[src/rtl/alu_seq_pkg.sv]
// Shared types for the sequential ALU: opcode and FSM state enums, plus the
// bit positions of the FLAGS output.
package alu_seq_pkg;

  typedef enum logic [2:0] {
    OpInv = 3'd0,
    OpAdd = 3'd1,
    OpSub = 3'd2,
    OpAnd = 3'd3,
    OpOr  = 3'd4,
    OpXor = 3'd5,
    OpSll = 3'd6,
    OpSrl = 3'd7
  } alu_op_e;

  typedef enum logic [1:0] {
    StIdle  = 2'd0,
    StShift = 2'd1,
    StDone  = 2'd2
  } alu_state_e;

  localparam logic [1:0] FLAG_N = 2'd3;
  localparam logic [1:0] FLAG_Z = 2'd2;
  localparam logic [1:0] FLAG_C = 2'd1;
  localparam logic [1:0] FLAG_V = 2'd0;

endpackage

[src/rtl/alu_iter_shifter.sv]
// Iterative one-bit-per-cycle shifter with down-counter. Outputs show the value
// after the current step so the owner can capture the final result on the last step.
module alu_iter_shifter
  import alu_seq_pkg::*;
#(
  parameter int unsigned N   = 32,
  parameter int unsigned SHW = $clog2(N)
) (
  input  logic           clk_i,
  input  logic           rst_i,
  input  logic           load_i,
  input  logic           step_i,
  input  logic           dir_i,
  input  logic [N-1:0]   data_i,
  input  logic [SHW-1:0] amt_i,
  output logic           last_o,
  output logic [N-1:0]   data_o,
  output logic           carry_o
);

  logic [N-1:0]   data_q, data_d;
  logic [SHW-1:0] cnt_q, cnt_d;
  logic           dir_q, dir_d;

  always_comb begin
    data_d  = data_q;
    cnt_d   = cnt_q;
    dir_d   = dir_q;
    carry_o = 1'b0;
    if (load_i) begin
      data_d = data_i;
      cnt_d  = amt_i;
      dir_d  = dir_i;
    end else if (step_i && (cnt_q != '0)) begin
      // dir_q: 1 = logical right, 0 = logical left; carry is the bit falling off
      if (dir_q) begin
        data_d  = {1'b0, data_q[N-1:1]};
        carry_o = data_q[0];
      end else begin
        data_d  = {data_q[N-2:0], 1'b0};
        carry_o = data_q[N-1];
      end
      cnt_d = cnt_q - SHW'(1);
    end
  end

  always_ff @(posedge clk_i) begin
    if (rst_i) begin
      data_q <= '0;
      cnt_q  <= '0;
      dir_q  <= 1'b0;
    end else begin
      data_q <= data_d;
      cnt_q  <= cnt_d;
      dir_q  <= dir_d;
    end
  end

  assign last_o = step_i && (cnt_q == SHW'(1));
  assign data_o = data_d;

endmodule

[src/rtl/alu_seq_unit.sv]
// Sequential ALU with valid/ready handshakes; shifts take one cycle per bit.
// Optional sticky overflow flag enabled by defining ALU_STICKY_OVF_EN.
module alu_seq_unit
  import alu_seq_pkg::*;
#(
  parameter int unsigned N   = 32,
  parameter int unsigned SHW = $clog2(N)
) (
  input  logic         clk,
  input  logic         rst,
  input  logic         in_valid,
  output logic         in_ready,
  input  logic [N-1:0] A,
  input  logic [N-1:0] B,
  input  logic [2:0]   UC,
  output logic         out_valid,
  input  logic         out_ready,
  output logic [N-1:0] RESULT,
  output logic [3:0]   FLAGS,
  output logic         busy
`ifdef ALU_STICKY_OVF_EN
  ,
  input  logic         clr_sticky,
  output logic         sticky_ovf
`endif
);

  function automatic logic [3:0] pack_flags(input logic n, input logic z, input logic c,
                                            input logic v);
    logic [3:0] f;
    f         = '0;
    f[FLAG_N] = n;
    f[FLAG_Z] = z;
    f[FLAG_C] = c;
    f[FLAG_V] = v;
    return f;
  endfunction

  alu_state_e     state_q;
  logic           out_valid_q, busy_q;
  logic [N-1:0]   result_q;
  logic [3:0]     flags_q;

  alu_op_e        op_in;
  logic           xfer_in, xfer_out;
  logic [N:0]     add_w, sub_w;
  logic           b_in_range, is_shift, start_shift;
  logic [SHW-1:0] sh_amt;
  logic [N-1:0]   imm_res;
  logic           imm_c, imm_v;
  logic [3:0]     imm_flags;

  logic           sh_load, sh_step, sh_dir, sh_last, sh_carry;
  logic [N-1:0]   sh_res;

  assign op_in    = alu_op_e'(UC);
  assign in_ready = (state_q == StIdle) && !rst;
  assign xfer_in  = in_valid && in_ready;
  assign xfer_out = out_valid_q && out_ready;

  assign add_w = {1'b0, A} + {1'b0, B};
  // Carry-out of A + ~B + 1 is the not-borrow, i.e. A >= B unsigned
  assign sub_w = {1'b0, A} + {1'b0, ~B} + {{N{1'b0}}, 1'b1};

  assign b_in_range  = (B < N'(N));
  assign sh_amt      = B[SHW-1:0];
  assign is_shift    = (op_in == OpSll) || (op_in == OpSrl);
  assign start_shift = is_shift && b_in_range && (sh_amt != '0);

  always_comb begin
    imm_res = '0;
    imm_c   = 1'b0;
    imm_v   = 1'b0;
    case (op_in)
      OpAdd: begin
        imm_res = add_w[N-1:0];
        imm_c   = add_w[N];
        imm_v   = (A[N-1] == B[N-1]) && (add_w[N-1] != A[N-1]);
      end
      OpSub: begin
        imm_res = sub_w[N-1:0];
        imm_c   = sub_w[N];
        imm_v   = (A[N-1] != B[N-1]) && (sub_w[N-1] != A[N-1]);
      end
      OpAnd:        imm_res = A & B;
      OpOr:         imm_res = A | B;
      OpXor:        imm_res = A ^ B;
      // Only the zero-amount and out-of-range cases finish here
      OpSll, OpSrl: imm_res = b_in_range ? A : '0;
      default:      imm_res = '0;
    endcase
    imm_flags = (op_in == OpInv) ? 4'b0000
                                 : pack_flags(imm_res[N-1], imm_res == '0, imm_c, imm_v);
  end

  assign sh_load = xfer_in && start_shift;
  assign sh_step = (state_q == StShift);
  assign sh_dir  = (op_in == OpSrl);

  alu_iter_shifter #(
    .N   (N),
    .SHW (SHW)
  ) u_shifter (
    .clk_i   (clk),
    .rst_i   (rst),
    .load_i  (sh_load),
    .step_i  (sh_step),
    .dir_i   (sh_dir),
    .data_i  (A),
    .amt_i   (sh_amt),
    .last_o  (sh_last),
    .data_o  (sh_res),
    .carry_o (sh_carry)
  );

  always_ff @(posedge clk) begin
    if (rst) begin
      state_q     <= StIdle;
      out_valid_q <= 1'b0;
      busy_q      <= 1'b0;
      result_q    <= '0;
      flags_q     <= '0;
    end else begin
      case (state_q)
        StIdle: begin
          if (xfer_in) begin
            busy_q <= 1'b1;
            if (start_shift) begin
              state_q <= StShift;
            end else begin
              state_q     <= StDone;
              out_valid_q <= 1'b1;
              result_q    <= imm_res;
              flags_q     <= imm_flags;
            end
          end
        end
        StShift: begin
          if (sh_last) begin
            state_q     <= StDone;
            out_valid_q <= 1'b1;
            result_q    <= sh_res;
            flags_q     <= pack_flags(sh_res[N-1], sh_res == '0, sh_carry, 1'b0);
          end
        end
        StDone: begin
          if (out_ready) begin
            state_q     <= StIdle;
            out_valid_q <= 1'b0;
            busy_q      <= 1'b0;
          end
        end
        default: begin
          state_q     <= StIdle;
          out_valid_q <= 1'b0;
          busy_q      <= 1'b0;
        end
      endcase
    end
  end

  assign out_valid = out_valid_q;
  assign RESULT    = result_q;
  assign FLAGS     = flags_q;
  assign busy      = busy_q;

`ifdef ALU_STICKY_OVF_EN
  logic sticky_q, arith_q;

  always_ff @(posedge clk) begin
    if (rst) begin
      sticky_q <= 1'b0;
      arith_q  <= 1'b0;
    end else begin
      if (xfer_in) begin
        arith_q <= (op_in == OpAdd) || (op_in == OpSub);
      end
      // Set has priority over clear
      if (xfer_out && arith_q && flags_q[FLAG_V]) begin
        sticky_q <= 1'b1;
      end else if (clr_sticky) begin
        sticky_q <= 1'b0;
      end
    end
  end

  assign sticky_ovf = sticky_q;
`endif

endmodule

[config.mk]
export PLATFORM = sky130hd
export DESIGN_NAME = alu_seq_unit
export DESIGN_NICKNAME = d
export VERILOG_FILES = /design/src/rtl/alu_seq_pkg.sv /design/src/rtl/alu_iter_shifter.sv /design/src/rtl/alu_seq_unit.sv
export SDC_FILE = /design/constraint.sdc
export NUM_CORES = 1
export LEC_CHECK = 0
export ABC_AREA = 1
export CORE_MARGIN = 2
export CORE_UTILIZATION = 32
export CTS_BUF_LIST = sky130_fd_sc_hd__clkbuf_4
export CTS_CLUSTER_DIAMETER = 100
export DETAILED_ROUTE_END_ITERATION = 8
export DONT_BUFFER_PORTS = 1
export HOLD_SLACK_MARGIN = 0.03
export PLACE_DENSITY = 0.45
export SYNTH_ARGS = -nofsm -noshare
export SYNTH_HDL_FRONTEND = slang
export SYNTH_SLANG_ARGS = --single-unit
[constraint.sdc]
create_clock -name clk -period 6.9 [get_ports clk]
set_input_delay 1.035 -clock clk [delete_from_list [all_inputs] [get_ports clk]]
set_output_delay 1.035 -clock clk [all_outputs]
set_load 0.005 [all_outputs]
==> impl_metrics.py, run 1 <==
metrics = {
    "critical_path": {
        "critPathMaxFanout": 47,
        "crit_path_max_incr_delay_ns": 0.60,
        "cp.depth": 15,
        "critPathTopFamily": "simple AND/OR/NAND/NOR gates",
        "arrival_ns": 3.80,
        "critPathBufInv": 4,
        "worst_setup_path_start_kind": "register",
        "cpMostUsedCell": "nand2_1",
        "end_kind": "register",
        "worstPathRequired_ns": 7.27,
        "slowest_stage": "nor3b_4",
        "path_cells": "buf_4, inv_2, nand2_2, nor3b_4, nand4_1, buf_4, o21ai_1, nand2_1, nor2_1, nand2_1, nor2_1, nand3_1, nand2_1, inv_1, a21oi_1",
        "crit_type": "reg2reg",
        "r2r_cells": 15,
    },
    "placed_design": {
        "gp_congestion": 0.972,
        "post-dp-hpwl_um": 42400,
        "io_buffers": 0,
        "dp_slack_ns": 3.13,
        "placed_cells": 2522,
    },
    "drt": {
        "ant_nets": 0,
        "vias": 13300,
        "post-route-drc-count": 0,
        "vias_per_cell": 5.26,
        "drt_iter0_markers": 1284,
        "dr.pass1.iters": 7,
        "wl_per_cell_um": 20.6,
        "wirelength_um": 52300,
    },
    "floorplan": {
        "io_pins": 110,
        "start_util": 0.327,
        "die_h_um": 192,
        "rows": 68,
        "dieWidth_um": 192,
        "core_sq_um": 34700,
        "die_area_sq_um": 37000,
    },
    "power_and_ir_drop": {
        "worst_ir_drop_vdd_mv": 0.404,
        "p_seq_frac": 0.329,
        "p_sw_frac": 0.498,
        "p_leak_uw": 0.00630,
        "p_int_uw": 990,
        "power.share.clock": 0.155,
        "combPwrFrac": 0.516,
        "p_per_area_nw_per_um2": 167,
        "p_total_uw": 1970,
        "switching_power_uw": 980,
    },
    "timing": {
        "timing.fmax_ghz": 0.292,
        "slew_violations": 0,
        "final.setup.tns_ns": 0,
        "hold_viol_final": 0,
        "fin_crit_sh": 0.497,
        "relSlewSlack": 0.244,
        "rsz0062_at_grt": "no",
        "setup_viol": 0,
        "fin_crit_ns": 3.43,
        "skew_ns": 0.0110,
        "layout_setup_ws_ns": 3.47,
        "worst_pin_slew_ns": 1.13,
    },
    "global_route": {
        "grt_pass1_wl_um": 76200,
        "grt_max_degree": 63,
        "grt_pass1_vias": 12300,
        "grt.overflow.total": 0,
        "antenna_found_initial": 1,
        "grt_util_all_layers": 0.279,
    },
    "yosys": {
        "syn_avg_cell_area_sq_um": 5.31,
        "synth.distinct_cells": 37,
        "synthCells": 2138,
        "synth_area_sq_um": 11400,
        "yosys_warnings": 0,
        "ys_seq_area_frac": 0.138,
        "synth_nets": 2319,
        "ys_ff_latch": 78,
    },
    "status": {
        "status": "complete, no violations",
    },
    "clock_network": {
        "clock_sinks": 78,
        "clk_pin_slew_worst_paths_ns": 0.13,
        "cts_tree": "done",
        "hold_buffers": 0,
        "root_buffer": "clkbuf_4",
        "clk_latency_ns": 0.45,
        "numCtsBuffers": 9,
        "postCtsSetupBuffers": 0,
        "cts_resized": 0,
        "cts_max_level": 3,
        "cts_buffer_depth": 2,
    },
    "flow_run": {
        "maxCapViolations": 0,
    },
    "hold_path": {
        "hp-class": "reg2reg",
        "min_path_cells": 2,
    },
    "cells_and_area": {
        "area_growth_pct": 3.77,
        "final_net_count": 2259,
        "instances_no_fill": 2536,
        "layout-drive-gt1-share": 0.0192,
    },
}
## logic make-up after synthesis
kind of cell    count (synthesis)  synth area share
simple gates                 1135             0.408
buf+inv                       474             0.163
compound gates                335             0.164
fa+ha+maj                     110             0.123
flops                          78             0.138
xor+xnor                        6           0.00463
## worst paths after layout
check	start	endpoint	slack (ns)
hold / removal	FLAGS[3]	FLAGS[3]	0.48
setup reg to reg	state_q[0]	FLAGS[2]	3.47
hold reg to reg	FLAGS[3]	FLAGS[3]	0.48
setup / recovery	state_q[0]	FLAGS[2]	3.47
## placed cells by master (no fill, tap or decap), drive strengths merged, types with 24 or more instances in the layout
master	instances
a21oi	106
dfxtp	78
nand2	676
o21ai	161
nand3	176
inv	390
nor2	226
ha	108
o22ai	24
nand4	35
## worst reg2reg max path, stage by stage (launching register included)
cell     delay, ns
dfxtp_1       0.32
buf_4         0.24
inv_2         0.19
nand2_2       0.10
nor3b_4       0.60
nand4_1       0.24
buf_4         0.36
o21ai_1       0.55
nand2_1       0.15
nor2_1        0.11
nand2_1       0.10
nor2_1        0.11
nand3_1       0.06
nand2_1       0.06
inv_1         0.05
a21oi_1       0.14
## synth_stat cells (all sizes together)
cell type,number,area (sq um)
nand4,35,219
nand3,176,886
o21bai,9,67.6
a21oi,106,531
clkbuf,31,118
a22o,5,43.8
buf,50,254
and2,5,31.3
inv,390,1460
o22ai,24,150
o221ai,11,96.3
nor3,14,70.1
clkinv,3,11.3
fa,2,40.0
and3,1,6.26
nand3b,1,7.51
nand2,676,2540
o211ai,9,67.6
xor2,4,35.0
nor3b,1,18.8
o21ai,161,825
a31oi,4,40.0
a211oi,6,45.0
xnor2,2,17.5
dfxtp,78,1560
nor2,226,856
ha,108,1350
## area by class of cell
type                    instances  area, sq um
inverters                     393         1480
repair buffers                 10         75.1
well taps                     455          569
clock inverters                 4         75.1
fillers                      4092        22900
diodes                          1         2.50
flip-flops and latches         78         1560
clock buffers                   9         67.6
multi-input cells            1586         7960
## registers in the layout, indices dropped and copies added, names as in the netlist
name / count
RESULT: 32
busy: 1
u_shifter.data_q: 32
u_shifter.cnt_q: 5
out_valid: 1
FLAGS: 4
u_shifter.dir_q: 1
state_q: 2
## layer usage
layer	GRT usage	wire, um	vias up
met1	0.385	23200	6057
met2	0.432	22200	621
li1	-	-	6573
met4	0.103	2110	0
met3	0.0495	4740	79
met5	0	0	-
## power groups by stage
| stage | clock [uW] | sequential, uW | combinational [uW] |
|---|---|---|---|
| finish | 305 | 647 | 1020 |
| global route | 335 | 663 | 1130 |
| CTS | 315 | 651 | 1000 |
| detailed placement | 0 | 661 | 996 |
| global placement | 0 | 662 | 998 |
| floorplan | 0 | 633 | 705 |
## through the flow
step                area, sq um   util  hold WS [ns]
floorplan                 11400      -         0.442
global placement          11600  0.335         0.461
detailed placement        11600  0.335         0.466
CTS                       11800  0.339         0.484
global route              11800  0.339         0.498
finish                    11800  0.339         0.479
Note: power is estimated with default switching activity, not from simulation.
==> run 2: changes to the inputs <==
clock period = 3.3 ns   (was 6.9 ns; I/O delays follow)
==> impl_metrics.py, run 2 (synthesis results as in run 1) <==
metrics = {
    "placed_design": {
        "post-dp-hpwl_um": 45200,
        "placed_cells": 2587,
        "gp_congestion": 1.01,
        "io_buffers": 0,
    },
    "floorplan": {
        "dieWidth_um": 192,
        "rows": 68,
        "io_pins": 110,
        "core_sq_um": 34700,
        "start_util": 0.327,
        "die_h_um": 192,
        "die_area_sq_um": 37000,
    },
    "critical_path": {
        "crit_path_end": "RESULT[31]",
        "worstPathRequired_ns": 3.69,
        "critPathBufInv": 2,
        "reg2reg_slack_ns": 0.41,
        "crit_type": "reg2reg",
        "slowest_stage": "buf_4",
        "path_cells": "inv_2, nand2_2, nor3b_4, o21bai_1, a21oi_1, nand2_1, nor2_4, buf_4, o21ai_0, o21ai_0, a21oi_1",
        "crit_start": "state_q[0]",
        "rr_startpoint": "state_q[0]",
        "crit_path_max_incr_delay_ns": 0.47,
        "critPathMaxFanout": 48,
        "arrival_ns": 3.28,
        "critPathTopFamily": "compound AO/OA/AOI/OAI gates",
        "r2r_cells": 11,
        "end_kind": "register",
        "rr_endpoint": "RESULT[31]",
        "worst_setup_path_start_kind": "register",
        "cp.depth": 11,
    },
    "timing": {
        "hold_viol_final": 0,
        "rsz0062_at_grt": "no",
        "relSlewSlack": 0.455,
        "setup_viol": 0,
        "skew_ns": 0.0210,
        "final.setup.tns_ns": 0,
        "timing.fmax_ghz": 0.346,
        "worst_pin_slew_ns": 0.809,
        "fin_crit_ns": 2.89,
        "fin_crit_sh": 0.877,
        "slew_violations": 0,
    },
    "clock_network": {
        "cts_tree": "done",
        "clk_pin_slew_worst_paths_ns": 0.16,
        "cts_max_level": 3,
        "clk_latency_ns": 0.49,
        "cts_buffer_depth": 2,
        "numCtsBuffers": 9,
        "postCtsSetupBuffers": 0,
        "root_buffer": "clkbuf_4",
        "clock_sinks": 78,
    },
    "global_route": {
        "grt_util_all_layers": 0.294,
        "antenna_found_initial": 1,
        "grt_pass1_wl_um": 79900,
        "grt_max_degree": 59,
        "grt.overflow.total": 0,
        "grt_pass1_vias": 12600,
    },
    "drt": {
        "drt_iter0_markers": 1339,
        "dr.pass1.iters": 6,
        "wirelength_um": 54700,
        "ant_nets": 0,
        "vias": 13500,
        "post-route-drc-count": 0,
        "wl_per_cell_um": 21.0,
        "vias_per_cell": 5.19,
    },
    "cells_and_area": {
        "final_net_count": 2326,
        "layout-drive-gt1-share": 0.0493,
        "fill_cells": 4115,
        "area_growth_pct": 8.44,
        "layout_commonest_cell": "nand2_1",
        "instances_no_fill": 2606,
        "layout_common_cells": "nand2_1, inv_1, nor2_1",
    },
    "power_and_ir_drop": {
        "p_leak_uw": 0.00662,
        "worst_ir_drop_vdd_mv": 0.402,
        "p_per_area_nw_per_um2": 339,
    },
    "hold_path": {
        "hp-class": "in2reg",
    },
    "status": {
        "status": "complete, no violations",
    },
    "flow_run": {
        "maxCapViolations": 0,
    },
}
run 2: cell types whose count changed in the layout (fill, tap and decap cells not counted), sizes merged:
cell and change:
buf +65, clkinv +4, bufinv -2, dlygate4sd3 +2, inv +1
run 2: where the power goes:
| group | switching (uW) | internal [uW] |
|---|---|---|
| Sequential | 188 | 1180 |
| Combinational | 1570 | 671 |
| Clock | 410 | 155 |
| Total | 2170 | 2000 |
run 2: worst reg2reg max path: stages, from the launching register on:
cell      delay (ns)
dfxtp_1         0.38
inv_2           0.12
nand2_2         0.10
nor3b_4         0.29
o21bai_1        0.16
a21oi_1         0.14
nand2_1         0.15
nor2_4          0.30
buf_4           0.47
o21ai_0         0.20
o21ai_0         0.38
a21oi_1         0.08
run 2: area by class of cell:
type,instances,area (sq um),share of cell area
Antenna cell,1,2.50,0.000203
Clock inverter,7,50.0,0.00406
Sequential cell,78,1560,0.127
Multi-Input combinational cell,1586,7950,0.646
Inverter,393,1480,0.120
Timing Repair Buffer,77,633,0.0514
Clock buffer,9,67.6,0.00549
Tap cell,455,569,0.0462
run 2: worst min path at each step:
stage                     startpoint  slack, ns  cells past startpoint                   end
after global placement      FLAGS[3]       0.46                      2              FLAGS[3]
after detailed placement    FLAGS[3]       0.46                      2              FLAGS[3]
after CTS                        rst       0.04                      1  u_shifter.data_q[11]
after global routing             rst       0.03                      1   u_shifter.data_q[9]
final                            rst       0.05                      1   u_shifter.data_q[9]
after floorplan             FLAGS[3]       0.44                      2              FLAGS[3]
run 2: per-stage QoR:
step / total power [uW] / setup WS, ns / hold slack (ns) / cell area [sq um] / utilization
after floorplan: 2800 / 0.858 / 0.442 / 11400 / -
after global placement: 3590 / 0.0121 / 0.462 / 12200 / 0.351
after detailed placement: 3590 / 0.0670 / 0.461 / 12200 / 0.351
after CTS: 4160 / 0.409 / 0.0362 / 12300 / 0.354
after global routing: 4510 / 0.115 / 0.0325 / 12300 / 0.355
final: 4170 / 0.407 / 0.0549 / 12300 / 0.355
run 2: per-layer routing:
metal / vias up / part of all wire / global-route usage
li1: 6708 / - / -
met1: 6218 / 0.45 / 0.393
met2: 536 / 0.43 / 0.466
met3: 72 / 0.079 / 0.0609
met4: 0 / 0.039 / 0.107
met5: - / 0 / 0
run 2: timing repair:
action                                 4_1_cts  5_1_grt
resized for setup                            0        0
hold buffers                                 0        2
setup endpoints to repair                    0        0
endpoints found under the hold margin        0        9
